<file path="src/rtl/pwm_pkg.sv">
// Shared PWM definitions.
// Holds the common word width (also used by the dead-time stage configuration)
// and the carrier direction encoding.
package pwm_pkg;

  localparam int PWM_WIDTH = 10;

  // Carrier direction encoding, as seen on dir_dn.
  localparam logic DIR_UP = 1'b0;
  localparam logic DIR_DN = 1'b1;

endpackage

</file>
<file path="src/rtl/pwm_updown_counter.sv">
// Triangular carrier generator.
// Counts 0..period_s-1 upward, turns at period_s, and counts back down to 0.
// One full triangle therefore lasts 2*period_s cycles.
// Ports:
//   clk, rst_n  - clock, asynchronous active-low reset
//   en          - enable; low parks the carrier at the valley
//   period_s    - shadowed half-period (peak value)
//   carrier     - current carrier value
//   dir_dn      - 0 = counting up, 1 = counting down
//   at_valley   - combinational: carrier==0 while counting up
//   at_peak     - combinational: carrier==period_s while counting down
module pwm_updown_counter
  import pwm_pkg::*;
#(
  parameter int WIDTH = PWM_WIDTH
) (
  input  logic             clk,
  input  logic             rst_n,
  input  logic             en,
  input  logic [WIDTH-1:0] period_s,
  output logic [WIDTH-1:0] carrier,
  output logic             dir_dn,
  output logic             at_valley,
  output logic             at_peak
);

  logic [WIDTH-1:0] carrier_reg, carrier_next;
  logic             dir_reg, dir_next;

  always_ff @(posedge clk or negedge rst_n) begin
    if (!rst_n) begin
      carrier_reg <= '0;
      dir_reg     <= DIR_UP;
    end else begin
      carrier_reg <= carrier_next;
      dir_reg     <= dir_next;
    end
  end

  always_comb begin
    carrier_next = carrier_reg;
    dir_next     = dir_reg;
    if (!en || period_s == '0) begin
      // Disabled or zero period: park at the valley.
      carrier_next = '0;
      dir_next     = DIR_UP;
    end else if (dir_reg == DIR_UP) begin
      if (carrier_reg == period_s - WIDTH'(1)) begin
        // Land on the peak value and turn around in the same step.
        carrier_next = period_s;
        dir_next     = DIR_DN;
      end else begin
        carrier_next = carrier_reg + WIDTH'(1);
      end
    end else begin
      if (carrier_reg == WIDTH'(1)) begin
        carrier_next = '0;
        dir_next     = DIR_UP;
      end else begin
        carrier_next = carrier_reg - WIDTH'(1);
      end
    end
  end

  assign carrier   = carrier_reg;
  assign dir_dn    = dir_reg;
  assign at_valley = (dir_reg == DIR_UP) && (carrier_reg == '0);
  assign at_peak   = (dir_reg == DIR_DN) && (carrier_reg == period_s);

endmodule

</file>
<file path="src/rtl/pwm_carrier_modulator.sv">
// Center-aligned PWM modulator for one inverter leg.
// Double-buffers period/duty, clamps duty to the period, compares it against a
// triangular carrier and registers the complementary raw gate pair plus
// valley/peak strobes. Dead time is added downstream, not here.
// Ports:
//   clk, rst_n        - clock, asynchronous active-low reset
//   en                - enable; low forces both gates off
//   period, duty      - requested half-period and on-time per half-period
//   carrier, dir_dn   - carrier state
//   gi_h, gi_l        - raw high/low gates (registered, never both high)
//   zero_evt,peak_evt - one-cycle strobes aligned with the gate outputs
module pwm_carrier_modulator
  import pwm_pkg::*;
#(
  parameter int WIDTH = PWM_WIDTH
) (
  input  logic             clk,
  input  logic             rst_n,
  input  logic             en,
  input  logic [WIDTH-1:0] period,
  input  logic [WIDTH-1:0] duty,
  output logic [WIDTH-1:0] carrier,
  output logic             dir_dn,
  output logic             gi_h,
  output logic             gi_l,
  output logic             zero_evt,
  output logic             peak_evt
);

  logic [WIDTH-1:0] period_s_reg, duty_s_reg;
  logic [WIDTH-1:0] duty_c;
  logic             at_valley, at_peak, on;
  logic             gi_h_reg, gi_l_reg, zero_evt_reg, peak_evt_reg;

  pwm_updown_counter #(.WIDTH(WIDTH)) u_counter (
    .clk       (clk),
    .rst_n     (rst_n),
    .en        (en),
    .period_s  (period_s_reg),
    .carrier   (carrier),
    .dir_dn    (dir_dn),
    .at_valley (at_valley),
    .at_peak   (at_peak)
  );

  // Shadows follow the inputs while idle so the first active cycle already
  // uses fresh values; while running they only update at the valley.
  always_ff @(posedge clk or negedge rst_n) begin
    if (!rst_n) begin
      period_s_reg <= '0;
      duty_s_reg   <= '0;
    end else if (!en || at_valley) begin
      period_s_reg <= period;
      duty_s_reg   <= duty;
    end
  end

  assign duty_c = (duty_s_reg > period_s_reg) ? period_s_reg : duty_s_reg;

  // Strict compare going up, inclusive going down: gives exactly 2*duty_c
  // high cycles per triangle, symmetric about the valley.
  assign on = (dir_dn == DIR_UP) ? (carrier < duty_c) : (carrier <= duty_c);

  always_ff @(posedge clk or negedge rst_n) begin
    if (!rst_n) begin
      gi_h_reg     <= 1'b0;
      gi_l_reg     <= 1'b0;
      zero_evt_reg <= 1'b0;
      peak_evt_reg <= 1'b0;
    end else begin
      gi_h_reg     <= en & on;
      gi_l_reg     <= en & ~on;
      zero_evt_reg <= en & at_valley & (period_s_reg != '0);
      peak_evt_reg <= en & at_peak;
    end
  end

  assign gi_h     = gi_h_reg;
  assign gi_l     = gi_l_reg;
  assign zero_evt = zero_evt_reg;
  assign peak_evt = peak_evt_reg;

endmodule
</file>
<file path="config.mk">
export PLATFORM = sky130hd
export DESIGN_NAME = pwm_carrier_modulator
export DESIGN_NICKNAME = d
export VERILOG_FILES = /design/src/rtl/pwm_pkg.sv /design/src/rtl/pwm_updown_counter.sv /design/src/rtl/pwm_carrier_modulator.sv
export SDC_FILE = /design/constraint.sdc
export NUM_CORES = 1
export LEC_CHECK = 0
export BUFFER_PORTS_ARGS = -buffer_cell sky130_fd_sc_hd__buf_2
export CAP_MARGIN = 10
export CORE_MARGIN = 8
export CORE_UTILIZATION = 40
export CTS_BUF_LIST = sky130_fd_sc_hd__clkbuf_4
export DETAILED_ROUTE_END_ITERATION = 8
export PLACE_DENSITY = 0.58
export REMOVE_ABC_BUFFERS = 1
export SYNTH_ARGS = -nofsm -noshare
export SYNTH_HDL_FRONTEND = slang
export SYNTH_HIERARCHICAL = 1
export SYNTH_SLANG_ARGS = --single-unit
</file>
<file path="constraint.sdc">
create_clock -name clk -period 3.5 [get_ports clk]
set_input_delay 0.175 -clock clk [delete_from_list [all_inputs] [get_ports clk]]
set_output_delay 0.175 -clock clk [all_outputs]
set_load 0.05 [all_outputs]
</file>
==> impl_metrics.toml, run 1 <==
[global_routing]
grt_usage_pct = 16.1
antenna_found_initial = 0
grt_pass1_vias = 2673
grt_overflow_total = 0
grt_max_degree = 36
grt_pass1_wl_um = 14500

[routing]
post_drt_wl_per_cell_um = 18.2
vias = 2761
drc = 0
routed_wl_um = 8830
drt-initial-drc-count = 187
ant_nets = 0
firstDrtPassIters = 5
viasPerCell = 5.68

[synthesis]
synth_mux_area_share_pct = 4.89
netlist_area_sq_um = 3170
ys_seq_area_share_pct = 27.6
synthCells = 345
syn_avg_cell_area_sq_um = 9.19
synthXorXnorAreaFrac_pct = 7.93
synth_simple_gate_area_share_pct = 23.9
synth_cell_type_count = 63
synth_compound_area_share_pct = 20.3
ys_warn_count = 6
synth-adder-area-share_pct = 9.47
async_reset_ff_share_pct = 100
synth_top_family_by_area = "simple AND/OR/NAND/NOR gates"
synth_top_flop_cell = "dfrtp_1"
synth_edf_count = 0
synth_seq_cells = 35

[pwr]
power.density_nw_per_um2 = 478
p_leak_nw = 1.59
vdd_drop_max_mv = 0.242

[timing]
whs_ns = 0.0317
fin_skew_ns = 0.0102
tightest_slew_ns = 0.821
finalMaxSlewViolations = 0
finalCriticalPeriod_ns = 3.29
rsz0062_at_grt = "no"
period_share_pct = 93.9
setup_tns_ns = 0
hold_viol_final = 0
finalSetupViolCount = 0
timing.slew.headroom_pct = 45.3
max_freq_ghz = 0.304

[final_layout]
fin_nets = 430
num-fill-cells = 783
layout-drive-gt1-share_pct = 25.8
syn2layout_area_growth_pct = 13.2
final_common_cell = "buf_2"
antenna_cells = 0
most-common-layout-cells = "buf_2 (37), dfrtp_1 (34), nand2_1 (28)"
design_area_sq_um = 3590

[min_path]
hold_depth = 3
holdCritPathClass = "in2reg"

[cts]
root_buffer = "clkbuf_4"
postCtsSetupBuffers = 0
clk_latency_ns = 0.34
cts_max_level = 2
cts_tree = "built"
cts_sinks = 35
clock_path_buffers = 2
path_clk_slew_ns = 0.12
numCtsBuffers = 5

[floorplanning]
rows = 32
die_x_um = 105
core_sq_um = 7690
io_pins = 38
die_h_um = 105
start_util_pct = 41.3
die_area_sq_um = 11000

[place]
dp_hpwl_um = 6720
gp_congestion = 0.877
placed_area_sq_um = 3470
numPortBuffers = 37

[setup_path]
reg2reg_depth = 12
cp-start-kind = "flop"
crit_type = "reg2reg"
cp_slowest_stage_delay_ns = 0.54
path_max_fanout = 6
cp.required_ns = 3.74
slowest_stage = "dfrtp_1"
path_cells = "inv_1 > ha_1 > nand4_4 > a211oi_2 > or3_1 > buf_4 > a211oi_2 > ha_1 > nand4_1 > nor2_1 > a221o_1 > o21a_1"
endpoint_kind = "flop"
cp.arrival_ns = 3.53

[job]
drv_cap = 0

[run_status]
status = "finished, final reports clean"
[per-layer routing]
layer | routed length, um | part of all wire [%] | GRT usage, %
met5 | 0 | 0 | 0
met4 | 102 | 1.2 | 4.28
met1 | 4180 | 47 | 21.9
met2 | 4200 | 48 | 25.7
met3 | 349 | 4.0 | 2.64
[critical path: cells and delay by family, from the launching register on]
kind | cells | cell delay (ns)
DFF | 1 | 0.54
AOI/OAI and AO/OA | 4 | 0.77
buffers and inverters | 2 | 0.36
and+or+nand+nor | 4 | 0.88
adders and majority gates | 2 | 0.62
[power by group]
part | internal, W | switching, W
logic | 0.000332 | 0.000482
registers | 0.000448 | 0.0000731
clock network | 0.000231 | 0.000150
[layout make-up]
type,count,area [sq um],share of cell area [%]
multi-input combinational,270,2110,58.8
sequential,35,877,24.4
timing repair buffer,51,293,8.16
tap,102,128,3.56
inverter,20,75.1,2.09
clock inverter,2,60.1,1.67
clock buffer,6,45.0,1.25
[cell families after synthesis]
family          count (synthesis)
simple gates                  126
compound gates                 80
buf+inv                        40
flops                          35
xor+xnor                       27
fa+ha+maj                      24
mux                            13
[per-stage QoR]
stage / total power [W] / worst slack [ns] / cells / util [%]
after floorplan: 0.00111 / 0.187 / 325 / -
after global routing: 0.00183 / 0.0225 / 486 / 46.7
after global placement: 0.00133 / 0.162 / 477 / 45.1
after detailed placement: 0.00134 / 0.121 / 477 / 45.1
final: 0.00172 / 0.213 / 486 / 46.7
after CTS: 0.00173 / 0.0771 / 486 / 46.6
[worst paths after layout]
check,slack [ns],start,end
max,0.21,period_s_reg[6],gi_l
max reg2reg,0.21,period_s_reg[6],gi_l
min,0.03,period[7],period_s_reg[7]
max in group asynchronous,2.48,rst_n,period_s_reg[5]
min reg2reg,0.57,duty_s_reg[4],duty_s_reg[4]
min in group asynchronous,0.45,rst_n,u_counter/carrier[5]
[repair_timing]
| action | CTS | global route |
|---|---|---|
| gates resized for setup | 0 | 2 |
| setup endpoints to repair | 0 | 1 |
| hold endpoints to repair | 35 | 0 |
| hold buffers | 1 | 0 |
[synthesized netlist by cell type (all sizes together) (5+ instances only)]
master	number	area [sq um]
xnor2	18	165
nand4	6	58.8
a211oi	14	155
a21o	5	38.8
mux2	10	113
nor4	6	43.8
nand3	11	55.1
o21ai	18	90.1
a21boi	9	82.6
inv	20	75.1
xor2	9	86.3
o211ai	6	50.1
nor4b	12	105
nand2	28	105
nor2	21	81.3
nor3	19	144
clkbuf	8	30.0
nor2b	5	31.3
a21oi	12	67.6
dfrtp	35	876
buf	12	83.8
ha	24	300
No activity file was read; power rests on OpenSTA's default activity.
==> run 2: changes to the inputs <==
Settings changed: REMOVE_ABC_BUFFERS 1 to default, SKIP_CTS_REPAIR_TIMING from default to 1.
==> run 2 against run 1 <==
Against the previous run: die area unchanged; critical path type unchanged; flip-flop and latch count stayed put; clock skew shrank 0.00053 ns; highest routed layer unchanged; power decreased by 4.5%; via count is essentially flat; combinational power is 2% higher.
==> impl_metrics.toml, run 2 (synthesized netlist as in run 1, its figures left out) <==
[pwr]
totalPowerFinal_w = 0.00164
power.density_nw_per_um2 = 455
vdd_drop_max_mv = 0.194
p_clk_share_pct = 18.6
power.sequential.fraction_pct = 30.9
swShare_pct = 43.0
p_leak_nw = 1.61
combPwrFrac_pct = 50.5
p_switching_w = 0.000704
intPower_w = 0.000935

[cts]
path_clk_slew_ns = 0.12
clk_latency_ns = 0.35
numCtsBuffers = 5
root_buffer = "clkbuf_4"
cts_tree = "built"
cts_max_level = 2
clock_path_buffers = 2
cts_sinks = 35

[timing]
finalCriticalPeriod_ns = 3.27
tightest_slew_ns = 0.824
whs_ns = 0.0249
period_share_pct = 93.5
fin_skew_ns = 0.00966
finalSetupViolCount = 0
max_freq_ghz = 0.305
timing.slew.headroom_pct = 45.0
rsz0062_at_grt = "no"
hold_viol_final = 0
setup_tns_ns = 0
finalMaxSlewViolations = 0

[run_status]
status = "finished, final reports clean"

[place]
dp.cells = 482
dp_hpwl_um = 6610
numPortBuffers = 37
placed_area_sq_um = 3510
gp_congestion = 0.904

[floorplanning]
core_sq_um = 7690
start_util_pct = 41.3
rows = 32
io_pins = 38
die_h_um = 105
die_area_sq_um = 11000
die_x_um = 105

[global_routing]
grt_overflow_total = 0
antenna_found_initial = 0
grt_pass1_wl_um = 14300
grt_usage_pct = 15.7
grt_pass1_vias = 2780
grt_max_degree = 36

[routing]
ant_nets = 0
firstDrtPassIters = 5
drt-initial-drc-count = 137
post_drt_wl_per_cell_um = 17.4
drc = 0
vias = 2763
routed_wl_um = 8540
viasPerCell = 5.63

[synthesis]
synth_fp_nets = 392

[setup_path]
r2r-start = "period_s_reg[9]"
cp.required_ns = 3.75
rrSetupSlack_ns = 0.23
crit_type = "reg2reg"
cp-start-kind = "flop"
cp.arrival_ns = 3.53
regToRegEndpoint = "gi_l"
reg2reg_depth = 11
path_max_fanout = 6
endpoint_kind = "flop"

[final_layout]
fin_nets = 435
stdcell_count = 491
syn2layout_area_growth_pct = 13.6
antenna_cells = 0
layout-drive-gt1-share_pct = 26.5
design_area_sq_um = 3600
final_common_cell = "buf_2"
most-common-layout-cells = "buf_2 (37), dfrtp_1 (35), nand2_1 (28)"

[min_path]
min_to = "period_s_reg[1]"
hold_path_startpoint = "period[1]"
holdCritPathClass = "in2reg"
hold_depth = 3

[job]
drv_cap = 0
-- run 2: worst max-delay path by stage --
stage,slack [ns],to,from,depth (start not counted)
after floorplan,0.47,gi_l,period_s_reg[7],12
after global placement,0.27,gi_l,period_s_reg[6],11
after detailed placement,0.20,gi_l,period_s_reg[8],11
after CTS,0.18,gi_l,period_s_reg[8],11
after global routing,0.05,gi_l,period_s_reg[9],11
final,0.23,gi_l,period_s_reg[9],11
-- run 2: final cells by class --
class                   instances  area [sq um]
multi-input cells             270          2110
repair buffers                 56           330
flip-flops and latches         35           876
inverters                      20          75.1
clock buffers                   5          37.5
well taps                     102           128
clock inverters                 3          43.8
fillers                       776          4090
-- run 2: metal layers --
layer,wire (um),part of all wire (%),vias to the layer above,GRT usage (%)
met3,394,4.6,15,3.01
met2,3860,45,81,24.2
met1,4110,48,1319,21.2
met5,0,0,-,0
li1,-,-,1348,-
met4,173,2.0,0,5.50
-- run 2: worst max-delay path: stages (launching register included) --
cell and delay (ns):
dfrtp_1 0.45, inv_1 0.10, ha_1 0.37, a21oi_2 0.23
o211ai_1 0.14, or3_1 0.47, a211oi_2 0.26, ha_1 0.28
a21o_1 0.16, a21o_1 0.17, a221o_1 0.36, o21a_1 0.19
-- run 2: stage by stage --
stage	util, %	setup WS, ns
finish	46.9	0.226
global route	46.9	0.0473
CTS	46.7	0.181
detailed placement	45.6	0.196
global placement	45.6	0.266
floorplan	-	0.470
-- run 2: power groups by stage --
stage	registers (W)	logic [W]	clock network (W)
3_5_place_dp	0.000513	0.000827	0
5_1_grt	0.000514	0.000912	0.000327
3_3_place_gp	0.000512	0.000815	0
4_1_cts	0.000505	0.000828	0.000320
6_report	0.000506	0.000828	0.000304
2_1_floorplan	0.000529	0.000611	0
